### src/rtl/quat_sync_rx_pkg.sv
// quat_sync_rx_pkg: shared NCL rail codes, receiver FSM states and rail-code classification.
package quat_sync_rx_pkg;
  localparam logic [3:0] QUAT_NULL = 4'b0000;
  localparam logic [3:0] QUAT_D0   = 4'b0001;
  localparam logic [3:0] QUAT_D1   = 4'b0010;
  localparam logic [3:0] QUAT_D2   = 4'b0100;
  localparam logic [3:0] QUAT_D3   = 4'b1000;
  typedef enum logic [1:0] {WAIT_DATA, WAIT_SPACE, WAIT_NULL} state_t;
  typedef enum logic [1:0] {CODE_NULL, CODE_DATA, CODE_ILLEGAL} kind_t;
  typedef struct packed {
    kind_t      kind;
    logic [1:0] idx;
  } code_t;
  // idx is only meaningful when kind is CODE_DATA
  function automatic code_t classify(input logic [3:0] r);
    code_t c;
    c.kind = r == QUAT_NULL ? CODE_NULL : $countones(r) == 1 ? CODE_DATA : CODE_ILLEGAL;
    c.idx  = r == QUAT_D3 ? 2'd3 : r == QUAT_D2 ? 2'd2 : r == QUAT_D1 ? 2'd1 : 2'd0;
    return c;
  endfunction
endpackage

### src/rtl/quat_sync_rx_if.sv
// quat_sync_rx_if: NCL rail/completion pair plus the clocked digit stream.
interface quat_sync_rx_if;
  logic [3:0] quat_in;
  logic       quat_comp;
  logic [1:0] out_data;
  logic       out_valid;
  logic       out_ready;
  modport master (input quat_in, out_ready, output quat_comp, out_data, out_valid);
  modport slave  (output quat_in, out_ready, input quat_comp, out_data, out_valid);
endinterface

### src/rtl/quat_sync_rx_rail_sync.sv
// ncl_rail_sync: per-rail synchroniser plus stability filter emitting the accepted code.
module ncl_rail_sync #(
  parameter int RAILS       = 4,
  parameter int SYNC_STAGES = 2,
  parameter int STABLE_CYC  = 2
) (
  input  logic             clk,
  input  logic             init_n,
  input  logic [RAILS-1:0] rails,
  output logic [RAILS-1:0] code,
  output logic             stb
);
  localparam int CW = $clog2(STABLE_CYC + 1);
  logic [RAILS-1:0] sync [SYNC_STAGES];
  logic [RAILS-1:0] s, last;
  logic [CW-1:0] cnt, cnt_nx;
  logic stable;
  assign s      = sync[SYNC_STAGES-1];
  assign cnt_nx = s != last ? CW'(1) : cnt == CW'(STABLE_CYC) ? cnt : cnt + 1'b1;
  assign stable = cnt_nx == CW'(STABLE_CYC);
  // stb pulses only when the accepted code actually changes, so a glitch that
  // returns to the same code is never re-announced
  always_ff @(posedge clk or negedge init_n)
    if (!init_n) begin
      for (int i = 0; i < SYNC_STAGES; i++) sync[i] <= '0;
      last <= '0;
      cnt  <= '0;
      code <= '0;
      stb  <= 1'b0;
    end else begin
      sync[0] <= rails;
      for (int i = 1; i < SYNC_STAGES; i++) sync[i] <= sync[i-1];
      last <= s;
      cnt  <= cnt_nx;
      stb  <= stable && s != code;
      if (stable) code <= s;
    end
endmodule

### src/rtl/quat_sync_rx.sv
// quat_sync_rx: clocked consumer for a 1-of-4 NCL link feeding a 2-entry FWFT digit stream.
module quat_sync_rx
  import quat_sync_rx_pkg::*;
#(
  parameter int SYNC_STAGES = 2,
  parameter int STABLE_CYC  = 2,
  parameter int CNT_W       = 16
) (
  input  logic             clk,
  input  logic             init_n,
  quat_sync_rx_if.master   bus,
  output logic [CNT_W-1:0] digit_cnt,
  output logic [CNT_W-1:0] err_cnt,
  output logic             err_sticky
);
  logic [3:0] code;
  logic stb;
  code_t c;
  state_t state, state_nx;
  logic [1:0] mem [2];
  logic [1:0] cnt, dig, push_dat;
  logic wp, rp, full, push, pop;
  ncl_rail_sync #(.RAILS(4), .SYNC_STAGES(SYNC_STAGES), .STABLE_CYC(STABLE_CYC)) u_sync (
    .clk(clk), .init_n(init_n), .rails(bus.quat_in), .code(code), .stb(stb)
  );
  assign c             = classify(code);
  assign full          = cnt == 2'd2;
  assign pop           = bus.out_valid & bus.out_ready;
  assign bus.out_valid = cnt != 2'd0;
  assign bus.out_data  = mem[rp];
  always_comb begin
    state_nx = state;
    push     = 1'b0;
    push_dat = c.idx;
    case (state)
      WAIT_DATA: if (c.kind == CODE_DATA) begin
        push     = !full;
        state_nx = full ? WAIT_SPACE : WAIT_NULL;
      end
      WAIT_SPACE: begin
        push_dat = dig;
        push     = !full || pop;
        state_nx = push ? WAIT_NULL : WAIT_SPACE;
      end
      WAIT_NULL: state_nx = c.kind == CODE_NULL ? WAIT_DATA : WAIT_NULL;
      default:   state_nx = WAIT_DATA;
    endcase
  end
  // a push into a full buffer is only legal alongside a pop, which frees slot rp == wp
  always_ff @(posedge clk or negedge init_n)
    if (!init_n) begin
      state         <= WAIT_DATA;
      bus.quat_comp <= 1'b0;
      mem[0]        <= '0;
      mem[1]        <= '0;
      wp            <= 1'b0;
      rp            <= 1'b0;
      cnt           <= '0;
      dig           <= '0;
      digit_cnt     <= '0;
      err_cnt       <= '0;
      err_sticky    <= 1'b0;
    end else begin
      state         <= state_nx;
      bus.quat_comp <= state_nx == WAIT_NULL;
      if (state == WAIT_DATA) dig <= c.idx;
      if (push) begin
        mem[wp]   <= push_dat;
        wp        <= !wp;
        digit_cnt <= digit_cnt + 1'b1;
      end
      if (pop) rp <= !rp;
      cnt <= cnt + {1'b0, push} - {1'b0, pop};
      if (stb && c.kind == CODE_ILLEGAL) begin
        err_sticky <= 1'b1;
        if (~&err_cnt) err_cnt <= err_cnt + 1'b1;
      end
    end
endmodule

### src/flat_wrapper.sv
// flat-port wrapper written by rule: the top's interface ports become plain ports
module quat_sync_rx_flat import quat_sync_rx_pkg::*;
#(
  parameter int SYNC_STAGES = 2,
  parameter int STABLE_CYC  = 2,
  parameter int CNT_W       = 16
)
  (clk, init_n, digit_cnt, err_cnt, err_sticky, bus_quat_in, bus_out_ready, bus_quat_comp, bus_out_data, bus_out_valid);
  quat_sync_rx_if bus_i ();
  input  logic clk;
  input  logic init_n;
  output logic [CNT_W-1:0] digit_cnt;
  output logic [CNT_W-1:0] err_cnt;
  output logic err_sticky;
  input wire logic [$bits(bus_i.quat_in)-1:0] bus_quat_in;
  input wire logic [$bits(bus_i.out_ready)-1:0] bus_out_ready;
  output wire logic [$bits(bus_i.quat_comp)-1:0] bus_quat_comp;
  output wire logic [$bits(bus_i.out_data)-1:0] bus_out_data;
  output wire logic [$bits(bus_i.out_valid)-1:0] bus_out_valid;
  assign bus_i.quat_in = bus_quat_in;
  assign bus_i.out_ready = bus_out_ready;
  assign bus_quat_comp = bus_i.quat_comp;
  assign bus_out_data = bus_i.out_data;
  assign bus_out_valid = bus_i.out_valid;
  quat_sync_rx #(.SYNC_STAGES(SYNC_STAGES), .STABLE_CYC(STABLE_CYC), .CNT_W(CNT_W)) u_core (.clk(clk), .init_n(init_n), .bus(bus_i), .digit_cnt(digit_cnt), .err_cnt(err_cnt), .err_sticky(err_sticky));
endmodule
### config.mk
export PLATFORM = sky130hd
export DESIGN_NAME = quat_sync_rx_flat
export DESIGN_NICKNAME = d
export VERILOG_FILES = /design/src/rtl/quat_sync_rx_pkg.sv /design/src/rtl/quat_sync_rx_if.sv /design/src/rtl/quat_sync_rx_rail_sync.sv /design/src/rtl/quat_sync_rx.sv /design/src/flat_wrapper.sv
export SDC_FILE = /design/constraint.sdc
export NUM_CORES = 1
export LEC_CHECK = 0
export ABC_AREA = 1
export ABC_CLOCK_PERIOD_IN_PS = 2900
export CORE_MARGIN = 2
export CORE_UTILIZATION = 55
export CTS_BUF_LIST = sky130_fd_sc_hd__clkbuf_2
export DETAILED_ROUTE_END_ITERATION = 12
export GPL_TIMING_DRIVEN = 0
export HOLD_SLACK_MARGIN = 0.06
export PLACE_DENSITY = 0.81
export REMOVE_ABC_BUFFERS = 1
export SYNTH_ARGS = -nofsm -noshare
export SYNTH_HDL_FRONTEND = slang
export SYNTH_SLANG_ARGS = --single-unit
export TNS_END_PERCENT = 50
### constraint.sdc
create_clock -name clk -period 2.9 [get_ports clk]
set_input_delay 0.29 -clock clk [delete_from_list [all_inputs] [get_ports clk]]
set_output_delay 0.29 -clock clk [all_outputs]
set_load 0.1 [all_outputs]
======== After elaboration in Yosys (flattened, before gate mapping) ========
Cells that the tools add are included.
storage, ports and cells
  bits in registers ....................... 65
  logic and storage cells ................. 80
  input bits .............................. 7
  output and inout bits ................... 37
operators by class
  reduce and logical (&&, ||, !) cells .... 13
  mux-type cells .......................... 21
  equality and inequality tests ........... 14
  $add $sub $neg .......................... 8
  bitwise operators ....................... 4
  magnitude comparators ................... 3
operator list
  cell                   number
  $add 16x1->16 const B  2
  $add 32x32->32         1
  $eq 32x2->1 const B    1
  $mux 2                 15
  $reduce_and 16->1      1
  $eq 2x2->1 const B     6
  $ne 4x4->1             2
  $pmux 2 s3             1
  $add 1x1->2            2
  $bwmux 4               1
  $eq 2x1->1 const B     2
  $eq 4x2->1 const B     1
  $eq 4x3->1 const B     1
  $eq 4x4->1 const B     1
  $ge 2x2->1 const B     2
  $logic_not 2->1        2
  $logic_not 4->1        1
  $not 1->2              2
  $logic_and 1x1->1      3
  $logic_not 1->1        3
  $add 2x1->2            1
  $add 2x1->2 const B    1
  $demux 2 s1            1
  $lt 2x1->1 const B     1
  other kinds (8)        9

======== Logic depth before layout (Yosys ltp) ========
Gate-level depths: netlist of the first run.
  depth in word-level cells ............... 10
  mapped depth ............................ 13
  gate-level depth less buffers ........... 12

======== Modules after synthesis ========
Synthesis of the first run repeated with hierarchy kept, for this count alone.
unflattened totals
  cells, all modules ...................... 466
  area, all modules ....................... 3,520.9 µm²
modules (own cells, without submodules)
  module         cells each  sequential area each (µm²)  times used  area each (µm²)
  quat_sync_rx   388         1,151.1                     1           2,766.4
  ncl_rail_sync  78          475.5                       1           754.5

======== Worst setup path before layout of the first run ========
No wires, ideal clock.
  path kind ............................... register to register
  start point ............................. register u_core.u_sync.code[2]
  end point ............................... register u_core.digit_cnt[8]
  data required time ...................... 2,778 ps
  cell stages (with the launch flop) ...... 14
  arrival time ............................ 2,190 ps
  setup time .............................. 122 ps
  setup slack ............................. 588 ps
  path buffers ............................ 1
  path through ............................ dfrtp_1 -> inv_1 -> ha_1 -> ha_1 -> fa_1 -> nor2_1 -> nand2_1 -> nor2_1 -> nand2_1 -> nand2_2 -> buf_4 -> nand2_1 -> nand2_1 -> nand2_1
on the way
  longest elaborated chain between the ends .. 8
  elaborated cells between the ends (all ways) .. 9
  classes of those cells .................. add/sub (2); eq/ne (2); mux (4); reduce/logical (1)
ends and longest elaborated chain
  what                                  RTL line                      source
  start: declaration                    quat_sync_rx_rail_sync.sv:10  output logic [RAILS-1:0] code,
  start signal: assignment              quat_sync_rx_rail_sync.sv:36  if (stable) code <= s;
  $add 1x1->2 (not written as such)     quat_sync_rx_pkg.sv:17        c.kind = r == QUAT_NULL ? CODE_NULL : $countones(r) == 1 ? CODE_DATA : CODE_ILLEGAL;
  $add 32x32->32 (not written as such)  quat_sync_rx_pkg.sv:17
  $eq 32x2->1                           quat_sync_rx_pkg.sv:17
  $mux 2                                quat_sync_rx_pkg.sv:17
  $mux 2 (*)                            quat_sync_rx_pkg.sv:17
  $eq 2x1->1 (*)                        quat_sync_rx.sv:36            WAIT_DATA: if (c.kind == CODE_DATA) begin
  $mux 1 (*)                            quat_sync_rx.sv:36
  $pmux 1 s2 (*)                        quat_sync_rx.sv:35            case (state)
  end signal: assignment                quat_sync_rx.sv:70            digit_cnt <= digit_cnt + 1'b1;
  end: declaration                      quat_sync_rx.sv:12            output logic [CNT_W-1:0] digit_cnt,
Every way passes the cells marked *; elsewhere a longest branch is shown, timed or not.
A chain may end at the register's enable or synchronous reset.

======== Final worst setup path of the first run ========
  start point ............................. register u_core.u_sync.code[2]
  end point ............................... register u_core.mem[2] (netlist bit)
on the way
  longest elaborated chain between the ends .. 8
  elaborated cells between the ends (all ways) .. 17
  classes of those cells .................. add/sub (2); eq/ne (5); mux (9); reduce/logical (1)
ends and longest elaborated chain
  what                                  RTL line                source
  $add 1x1->2 (not written as such)     quat_sync_rx_pkg.sv:17
  $add 32x32->32 (not written as such)  quat_sync_rx_pkg.sv:17
  $eq 32x2->1                           quat_sync_rx_pkg.sv:17
  $mux 2 (2 in series)                  quat_sync_rx_pkg.sv:17
  $eq 2x1->1                            quat_sync_rx.sv:36
  $mux 1                                quat_sync_rx.sv:36
  $pmux 1 s2                            quat_sync_rx.sv:35
  end signal: indexed assignment        quat_sync_rx.sv:68      mem[wp] <= push_dat;
  end: declaration                      quat_sync_rx.sv:20      logic [1:0] mem [2];
Several ways; a longest one is shown, not always the timed one.

==> metrics.md, run 1 <==
| Metric | Value |
|---|---|
| Area contributors post-synth | dfrtp_1, nand2_1, inv_1, nand3_1, ha_1 |
| Worst endpoint required time | 3.32 ns |
| Asr flop ratio synth | 100% |
| Adder-cell share of the synthesized area | 4.84% |
| Worst skew pair latency | 0.51 ns |
| Most frequent cells in the layout | nand2_1, dfrtp_1, inv_1 |
| H-Tree Depth | 3 |
| Proportion of synthesized area in mux cells | 0% |
| CTS Buffer Depth | 2 |
| Slowest Stage Delay on Critical Path | 0.46 ns |
| Period minus WS final | 2.63 ns |
| Ant diodes | 0 |
| Yosys warns | 0 |
| Vias in the first global route | 2899 |
| EDFF count, synth | 0 |
| Die ar. | 7050 µm² |
| Min-Delay Path Depth | 1 |
| Worst-path cell chain | inv_1 -> ha_1 -> ha_1 -> fa_1 -> nor2_1 -> nand2_1 -> nor2_1 -> nand2_4 -> nand2_8 -> nand2_1 -> nand2_1 -> nand2_1 |
| Max Clk Rate | 380 MHz |
| Synth cell types | 27 |
| CTS buffer count | 9 |
| Sequential cell area | 1630 µm² |
| WP data arrival | 3.06 ns |
| Drt first pass iters | 4 |
| Post-synth top area share | 46.2% |
| Prevailing post-synth register cell | dfrtp_1 |
| Buffers plus inverters on the worst setup path | 1 |
| Via density | 5.12 |
| Seq/Total Area, Yosys | 46.2% |
| Synth Area in XOR/XNOR | 4.73% |
| Starting Density | 56.0% |
| Wirelength per Cell | 11.8 µm |
| Sink Count | 65 |
| TritonCTS clock tree | done |
| Status | complete, no violations |
| Count of state elements after synthesis | 65 |
| Worst vdd ir | 0.000766 V |
| Top delay family on crit path | simple AND/OR/NAND/NOR gates |
| Root buf cell | clkbuf_2 |
| Syn Area/Cell | 7.60 µm² |
| Worst-case reg-to-reg path depth | 12 |
| Simple-Gate Fraction of Synth Area | 34.3% |
| Worst Max-Slew Pin Slew | 0.987 ns |
| Skew final | 0.0235 ns |
| Final core utilization | 66.5% |
| Worst rel slew slack | 34.0% |
| PortBufs | 43 |
| Crit path top cell by count | nand2_1 |
| Initial antenna violation count | 0 |
| Post-route DRC | 0 |
| Main combinational cell family by area after synthesis | simple AND/OR/NAND/NOR gates |
| First-pass GRT wire length | 12100 µm |
| Clock-pin slew on the worst setup and hold paths | 0.20 ns |
| Pwr per Cell Area | 851 nW/µm² |
| Final slew viol count | 0 |
| Worst setup EP type | flip-flop |
| Static leakage | 0.00202 µW |
| Vias post-DR | 3042 |
| GRT overflow | 0 |
| Worst min-delay path class | input pin to flip-flop |
| Die width | 84.0 µm |
| Final setup fails | 0 |
| Num rows | 29 |
| Largest net degree at the start of global routing | 66 |
| Final cell count without fillers | 594 |
| WL final | 7010 µm |
| Post-synthesis cell count | 463 |
| Area used by multi-input combinational logic | 1670 µm² |
| Area growth, synth to finish | 18.7% |
| RSZ-0062 raised after global routing | no |
| Slowest stage cell, crit path | dfrtp_2 |
| Critical path class | flip-flop to flip-flop |
| Post-route clock period utilization | 90.8% |
| # Max-Cap Violations | 0 |
| Final Hold Viols | 0 |
| Placed Instances | 576 |
| Share of layout cells above drive strength 1 | 5.80% |
| # IOs | 44 |
| Most common cell after layout, fill and taps aside | nand2_1 |
| Placer Congestion | 0.858 |
| Final ANT Viol Nets | 0 |
| Synth Area in Compound Gates | 2.74% |
| Core area | 6280 µm² |
| Crit Path Max Fanout | 17 |
| Top cell type by total area after synthesis | dfrtp_1 |
| WP depth | 12 |
| HPWL after detailed placement | 4770 µm |
| Final net count | 532 |
| Post-CTS repair timing setup buffer count | 0 |
| Post-Syn Area | 3520 µm² |
| Worst setup SP type | flip-flop |
| Fill count | 554 |
| Initial DRC count | 132 |
| Chip Height | 84.0 µm |
| Gr usage total | 21.2% |
[per-layer routing]
metal	wire [µm]	GRT usage [%]	part of all wire, %	vias to the layer above
met5	0	0	0	-
li1	-	-	-	1539
met1	3020	25.5	43	1428
met2	3600	36.7	51	71
met4	58	9.82	0.83	0
met3	325	4.06	4.6	4
[cell families after synthesis]
family                   count (synthesis)
AND/OR/NAND/NOR                        289
XOR/XNOR                                19
buffers and inverters                   61
flip-flops                              65
adder cells (fa/ha/maj)                 13
AO/OA/AOI/OAI                           16
[path summary, 6_finish.rpt]
path,from,endpoint,slack [ns]
worst max-delay path,u_core.u_sync.code[2],u_core.mem[2],0.27
worst min-delay path,bus_quat_in[3],u_core.u_sync.sync[7],0.18
worst max register to register,u_core.u_sync.code[2],u_core.mem[2],0.27
worst min register to register,u_core.u_sync.sync[4],u_core.u_sync.s[0],0.38
max in group asynchronous,init_n,u_core.u_sync.code[3],1.97
min in group asynchronous,init_n,u_core.u_sync.sync[7],0.39
[registers in the layout, indices dropped and copies added (netlist names)]
register              count
u_core.u_sync.last        4
u_core.u_sync.s           4
u_core.bus.quat_comp      1
u_core.rp                 1
u_core.u_sync.sync        4
u_core.dig                2
u_core.cnt                2
u_core.digit_cnt         16
u_core.wp                 1
u_core.u_sync.cnt         2
u_core.u_sync.stb         1
u_core.mem                4
u_core.err_cnt           16
u_core.err_sticky         1
u_core.state              2
u_core.u_sync.code        4
[Yosys cell counts, types with 3 or more instances]
cell type and count:
nand2_1 188, xnor2_1 7, inv_1 52, nand3b_1 4, xor2_1 12, nand2_2 3, o21ai_0 13, ha_1 12
nor2_1 39, nand3_1 33, nand4_1 15, dfrtp_1 65, buf_2 3
[report_power, final]
part	switching (µW)	total, µW	internal (µW)
combinational	1250	1680	432
sequential	160	1240	1080
clock	354	639	285
total	1760	3560	1790
[layout make-up]
class	instances	area share, %
Tap cell	77	2.31
Clock inverter	7	2.25
Timing Repair Buffer	44	10.5
Sequential cell	65	39.0
Multi-Input combinational cell	338	40.0
Clock buffer	9	1.08
Inverter	54	4.85
[through the flow]
stage | setup TNS [ns] | instance area (µm²) | hold slack, ns | worst slack (ns) | power, µW
global route | 0 | 4180 | 0.135 | 0.0344 | 3790
floorplan | 0 | 3470 | -0.00559 | 0.254 | 2460
global placement | -40.08 | 4000 | 0.333 | -0.615 | 2790
detailed placement | -1.05 | 3990 | 0.336 | -0.166 | 2840
finish | 0 | 4180 | 0.182 | 0.267 | 3560
CTS | 0 | 4160 | 0.155 | 0.0495 | 3510
[repair_timing]
action | 4_1_cts | 5_1_grt
resized for setup | 2 | 4
hold buffers | 1 | 0
hold endpoints to repair | 65 | 0
pin swaps | 0 | 1
setup endpoints to repair | 23 | 23
gates cloned | 0 | 1
No activity file was read; power rests on OpenSTA's default activity.
==> inputs of run 2 (changes only) <==
--- a/config.mk
+++ b/config.mk
@@ -7,6 +7,7 @@
 export LEC_CHECK = 0
 export ABC_AREA = 1
 export ABC_CLOCK_PERIOD_IN_PS = 2900
+export CORE_ASPECT_RATIO = 2
 export CORE_MARGIN = 2
 export CORE_UTILIZATION = 55
 export CTS_BUF_LIST = sky130_fd_sc_hd__clkbuf_2
==> metrics.md, run 2 (synthesis gave the netlist of run 1 again) <==
| Metric | Value |
|---|---|
| PortBufs | 43 (unchanged) |
| Status | complete, no violations |
| TritonCTS clock tree | done |
| Start point of the critical path | u_core.u_sync.code[2] |
| Final core utilization | 66.0% (-0.56 points) |
| Area growth, synth to finish | 17.4% |
| Post-route DRC | 0 (unchanged) |
| Worst rel slew slack | 34.6% (+0.63 points) |
| Final Hold Viols | 0 (unchanged) |
| Die width | 60.5 µm (-28%) |
| Via density | 5.06 (-1.1%) |
| Worst skew pair latency | 0.50 ns (about the same) |
| Worst endpoint required time | 3.31 ns (about the same) |
| Vias in the first global route | 2959 (+2.1%) |
| Wirelength per Cell | 12.0 µm (+1.4%) |
| Core area | 6260 µm² (-0.30%) |
| Most common cell after layout, fill and taps aside | nand2_1 |
| Worst setup EP type | flip-flop |
| Post-CTS repair timing setup buffer count | 0 (unchanged) |
| Period minus WS final | 2.58 ns (-0.0574 ns) |
| # Max-Cap Violations | 0 (unchanged) |
| Worst Max-Slew Pin Slew | 0.978 ns (-0.00941 ns) |
| Crit Path Max Fanout | 17 (unchanged) |
| Clock-pin slew on the worst setup and hold paths | 0.17 ns (-0.03 ns) |
| Initial antenna violation count | 1 (+1) |
| Pwr per Cell Area | 809 nW/µm² (-5.0%) |
| Placed cell area | 4000 µm² (+0.28%) |
| # IOs | 44 (unchanged) |
| Worst setup SP type | flip-flop |
| Final slew viol count | 0 (unchanged) |
| Final net count | 532 (unchanged) |
| Final ANT Viol Nets | 0 (unchanged) |
| Post-route clock period utilization | 88.8% (-2.0 points) |
| Root buf cell | clkbuf_2 |
| Placer Congestion | 0.861 (+0.37%) |
| CTS buffer count | 9 (unchanged) |
| Sink Count | 65 (unchanged) |
| Largest regs | u_core.digit_cnt x16, u_core.err_cnt x16 |
| Final setup fails | 0 (unchanged) |
| First-pass GRT wire length | 12300 µm (+1.4%) |
| Vias post-DR | 3058 (+0.53%) |
| Max Clk Rate | 388 MHz (+2.2%) |
| H-Tree Depth | 3 (unchanged) |
| Die ar. | 7090 µm² (+0.55%) |
| Num rows | 41 (+41%) |
| Share of layout cells above drive strength 1 | 5.42% (-0.39 points) |
| Largest net degree at the start of global routing | 66 (unchanged) |
| Critical path class | flip-flop to flip-flop |
| GRT overflow | 0 (unchanged) |
| Fill count | 555 (+0.18%) |
| WL final | 7230 µm (+3.2%) |
| Static leakage | 0.00199 µW (-1.2%) |
| Drt first pass iters | 4 (unchanged) |
| Starting Density | 56.2% (+0.17 points) |
| Final Cell Area | 4130 µm² (-1.1%) |
| R2r startpoint | u_core.u_sync.code[2] |
| Worst vdd ir | 0.000480 V (-37%) |
| Skew final | 0.0242 ns (+0.000656 ns) |
| Hold Crit Start | bus_quat_in[0] |
| WP data arrival | 2.98 ns (-0.08 ns) |
| HPWL after detailed placement | 5270 µm (+11%) |
| Gr usage total | 23.2% (+2.0 points) |
| Worst min-delay path class | input pin to flip-flop |
| Most frequent cells in the layout | nand2_1, dfrtp_1, inv_1 |
| Final TNS setup | 0 ns (unchanged) |
| RSZ-0062 raised after global routing | no |
| Chip Height | 117 µm (+39%) |
| CTS Buffer Depth | 2 (unchanged) |
| Initial DRC count | 132 (unchanged) |
## run 2: changes by cell type in the layout (fill, tap and decap cells not counted), sizes merged
cell | before | now
clkinvlp | 1 | 0
diode | 0 | 1
clkinv | 4 | 7
bufinv | 2 | 0
inv | 54 | 53
clkbuf | 9 | 10
## run 2: metal layers
layer / track usage (%) / wire length, µm / vias up
met3: 5.27 / 254 / 13
met4: 11.3 / 195 / 0
li1: - / - / 1543
met5: 0 / 0 / -
met1: 23.5 / 2770 / 1439
met2: 42.8 / 4010 / 63
## run 2: where the power goes
part / internal, µW / switching, µW
combinational: 434 / 1260
clock: 103 / 308
sequential: 1080 / 162
## run 2: worst paths after layout
kind                                         end  slack, ns  cells after the start
setup reg to reg                   u_core.mem[2]       0.32                     12
setup / recovery                   u_core.mem[2]       0.32                     12
hold / removal             u_core.u_sync.sync[4]       0.21                      1
min in group asynchronous    u_core.digit_cnt[4]       0.37                      2
hold reg to reg               u_core.u_sync.s[3]       0.37                      0
max in group asynchronous  u_core.u_sync.code[2]       1.96                      2
## run 2: cell type report
| class | count | area (µm²) | area share, % |
|---|---|---|---|
| repair buffers | 44 | 438 | 10.6 |
| inverters | 54 | 203 | 4.91 |
| well taps | 86 | 108 | 2.61 |
| diodes | 1 | 2.50 | 0.0606 |
| clock buffers | 10 | 50.0 | 1.21 |
| clock inverters | 6 | 25.0 | 0.606 |
| multi-input cells | 338 | 1670 | 40.5 |
| flip-flops and latches | 65 | 1630 | 39.5 |
## run 2: what timing repair did
item | in CTS | in global routing
pin swaps | 0 | 1
cloned | 0 | 1
setup endpoints to repair | 23 | 12
resized for setup | 3 | 4
hold buffers | 1 | 0
hold endpoints to repair | 65 | 0
## run 2: metrics by stage
step / instances / power (µW) / setup WS (ns) / hold WS (ns)
2_1_floorplan: 456 / 2460 / 0.254 / -0.00559
3_3_place_gp: 585 / 2810 / -0.537 / 0.332
3_5_place_dp: 585 / 2850 / -0.235 / 0.335
4_1_cts: 602 / 3300 / 0.124 / 0.180
5_1_grt: 604 / 3580 / 0.0834 / 0.179
6_report: 604 / 3340 / 0.325 / 0.214
## run 2: worst max-delay path, stage by stage (launching register included)
cell,delay (ns)
dfrtp_2,0.46
inv_1,0.08
ha_1,0.29
ha_1,0.21
fa_1,0.43
nor2_1,0.18
nand2_1,0.09
nor2_2,0.15
nand2_4,0.16
nand2_8,0.17
nand2_1,0.12
nand2_1,0.07
nand2_1,0.05
==> inputs of run 3 (changes only) <==
--- a/config.mk
+++ b/config.mk
@@ -6,7 +6,7 @@
 export NUM_CORES = 1
 export LEC_CHECK = 0
 export ABC_AREA = 1
-export ABC_CLOCK_PERIOD_IN_PS = 2900
+export ABC_CLOCK_PERIOD_IN_PS = 3270
 export CORE_ASPECT_RATIO = 2
 export CORE_MARGIN = 2
 export CORE_UTILIZATION = 55
==> constraint.sdc (replaced) <==
create_clock -name clk -period 3.27 [get_ports clk]
set_input_delay 0.327 -clock clk [delete_from_list [all_inputs] [get_ports clk]]
set_output_delay 0.327 -clock clk [all_outputs]
set_load 0.1 [all_outputs]
==> metrics.md, run 3 (synthesis gave the netlist of run 1 again) <==
| Metric | Value |
|---|---|
| Status | complete, no violations |
| Chip Height | 117 µm (unchanged) |
| Post-route DRC | 0 (unchanged) |
| Starting Density | 56.2% (unchanged) |
| Crit path top cell by count | nand2_1 |
| Placement Setup Slack | 0.135 ns (+0.370 ns) |
| Worst setup SP type | flip-flop |
| Final cell count without fillers | 603 (-0.17%) |
| Die width | 60.5 µm (unchanged) |
| Area growth, synth to finish | 16.7% |
| Most frequent cells in the layout | nand2_1, dfrtp_1, inv_1 |
| Logic pwr share | 49.6% (-1.0 points) |
| First-pass GRT wire length | 12300 µm (about the same) |
| Worst Setup Slack, final | 0.348 ns (+0.0230 ns) |
| Crit Path Max Fanout | 33 (+16) |
| Worst rel slew slack | 34.6% (unchanged) |
| Buffers plus inverters on the worst setup path | 1 (unchanged) |
| Core area | 6260 µm² (unchanged) |
| Clock power frac | 12.6% (+0.3 points) |
| Sink Count | 65 (unchanged) |
| Placed Instances | 585 (unchanged) |
| Worst vdd ir | 0.000426 V (-11%) |
| DRT met1 WL | 2690 µm (-3.2%) |
| WL final | 7110 µm (-1.7%) |
| Vias in the first global route | 2952 (-0.24%) |
| Sw frac | 51.3% (-0.40 points) |
| Worst Hold Path EP | u_core.u_sync.sync[4] |
| Gr usage total | 23.2% (about the same) |
| Final net count | 531 (-0.19%) |
| GRT overflow | 0 (unchanged) |
| # IOs | 44 (unchanged) |
| R2r startpoint | u_core.u_sync.code[2] |
| Worst-case reg-to-reg path depth | 12 (unchanged) |
| # Max-Cap Violations | 0 (unchanged) |
| Largest regs | u_core.digit_cnt x16, u_core.err_cnt x16 |
| Worst endpoint required time | 3.68 ns (+0.37 ns) |
| H-Tree Depth | 3 (unchanged) |
| Min-Delay Path Depth | 1 (unchanged) |
| Worst-path cell chain | inv_1 -> ha_1 -> ha_1 -> fa_1 -> nor2_1 -> nand2_1 -> nor2_1 -> nand2_1 -> nand2_8 -> nand2_1 -> nand2_1 -> nand2_1 |
| Worst skew pair latency | 0.50 ns (about the same) |
| Final setup fails | 0 (unchanged) |
| Largest net degree at the start of global routing | 66 (unchanged) |
| Skew final | 0.0220 ns (-0.00213 ns) |
| Max Clk Rate | 342 MHz (-12%) |
| TritonCTS clock tree | done |
| Most common cell after layout, fill and taps aside | nand2_1 |
| Post-route clock period utilization | 89.4% (+0.56 points) |
| Part of the power in registers | 37.8% (+0.7 points) |
| Pwr per Cell Area | 705 nW/µm² (-13%) |
| Sequential cell area | 1630 µm² (-0.15%) |
| Static leakage | 0.00198 µW (-0.58%) |
| Hold WS | 0.251 ns (+0.0374 ns) |
| Final ANT Viol Nets | 0 (unchanged) |
| Post-CTS repair timing setup buffer count | 0 (unchanged) |
| Final slew viol count | 0 (unchanged) |
| RSZ-0062 raised after global routing | no |
| NetSw | 1480 µW (-14%) |
| Period minus WS final | 2.92 ns (+0.347 ns) |
| Worst min-delay path class | input pin to flip-flop |
| Num rows | 41 (unchanged) |
| Area used by multi-input combinational logic | 1650 µm² (-1.3%) |
| Top sig layer | met4 |
| Via density | 5.06 (-0.13%) |
| Top delay family on crit path | simple AND/OR/NAND/NOR gates |
| Total internal power | 1410 µW (-13%) |
| Vias post-DR | 3049 (-0.29%) |
| Slowest Stage Delay on Critical Path | 0.50 ns (+0.04 ns) |
| Share of layout cells above drive strength 1 | 4.46% (-0.96 points) |
| PortBufs | 43 (unchanged) |
| Root buf cell | clkbuf_2 |
| WP data arrival | 3.33 ns (+0.35 ns) |
| Drt first pass iters | 4 (unchanged) |
| Critical path class | flip-flop to flip-flop |
| Die ar. | 7090 µm² (unchanged) |
| Clock-pin slew on the worst setup and hold paths | 0.17 ns (about the same) |
| Placer Congestion | 0.861 (unchanged) |
| Final Hold Viols | 0 (unchanged) |
| CTS Buffer Depth | 2 (unchanged) |
| Met2 WL | 3980 µm (-0.75%) |
| CTS buffer count | 9 (unchanged) |
| Wirelength per Cell | 11.8 µm (-1.5%) |
| Slowest stage cell, crit path | dfrtp_1 |
| Worst setup EP type | flip-flop |
| Initial antenna violation count | 1 (unchanged) |
| Met3 wire len | 249 µm (-2.0%) |
| Fill count | 560 (+0.90%) |
| Placed cell area | 4000 µm² (unchanged) |
| Hold Crit Start | bus_quat_in[0] |
| Final Cell Area | 4110 µm² (-0.58%) |
| Initial DRC count | 152 (+15%) |
| HPWL after detailed placement | 5270 µm (unchanged) |
| Worst Max-Slew Pin Slew | 0.978 ns (+0.000000358 ns) |
| R2R Setup Slk | 0.35 ns (+0.02 ns) |
| R2r endpoint | u_core.mem[2] |
| Tot Pwr | 2890 µW (-13%) |
run 3: changes by cell type in the layout (fill, tap and decap cells not counted), sizes merged:
cell | previous run | this run
nand2 | 192 | 191
run 3: layout make-up:
type                       instances  area share (%)
multi-input combinational        337            40.3
clock inverter                     6           0.610
timing repair buffer              44            10.7
sequential                        65            39.6
tap                               86            2.62
clock buffer                      10            1.22
inverter                          54            4.94
antenna                            1          0.0610
run 3: per-stage QoR:
stage | setup TNS, ns | util [%]
6_report | 0 | 65.6
3_5_place_dp | 0 | 64.0
4_1_cts | 0 | 65.3
2_1_floorplan | 0 | -
5_1_grt | 0 | 65.6
3_3_place_gp | -12.88 | 64.0
run 3: timing repair:
item / CTS / global route
gates resized for setup: 0 / 2
endpoints found under the setup margin: 0 / 20
hold endpoints to repair: 65 / 0
hold buffers: 1 / 0
run 3: per-layer routing:
layer | track usage (%) | up-vias
li1 | - | 1545
met1 | 23.5 | 1432
met2 | 42.9 | 59
met3 | 5.27 | 13
met4 | 11.2 | 0
met5 | 0 | -
run 3: worst max-delay path by stage:
stage | from | endpoint | depth (start not counted)
6_report | u_core.u_sync.code[2] | u_core.mem[2] | 12
3_5_place_dp | u_core.u_sync.code[2] | u_core.mem[2] | 12
5_1_grt | u_core.u_sync.code[3] | u_core.mem[2] | 12
3_3_place_gp | init_n | u_core.err_cnt[15] | 1
4_1_cts | u_core.u_sync.code[3] | u_core.mem[2] | 12
2_1_floorplan | u_core.u_sync.code[2] | u_core.mem[2] | 12
run 3: power groups by stage:
stage	sequential [µW]	clock, µW	combinational [µW]
floorplan	1470	0	716
global placement	1100	0	1390
detailed placement	1110	0	1420
CTS	1100	378	1430
global route	1120	415	1580
finish	1090	364	1430
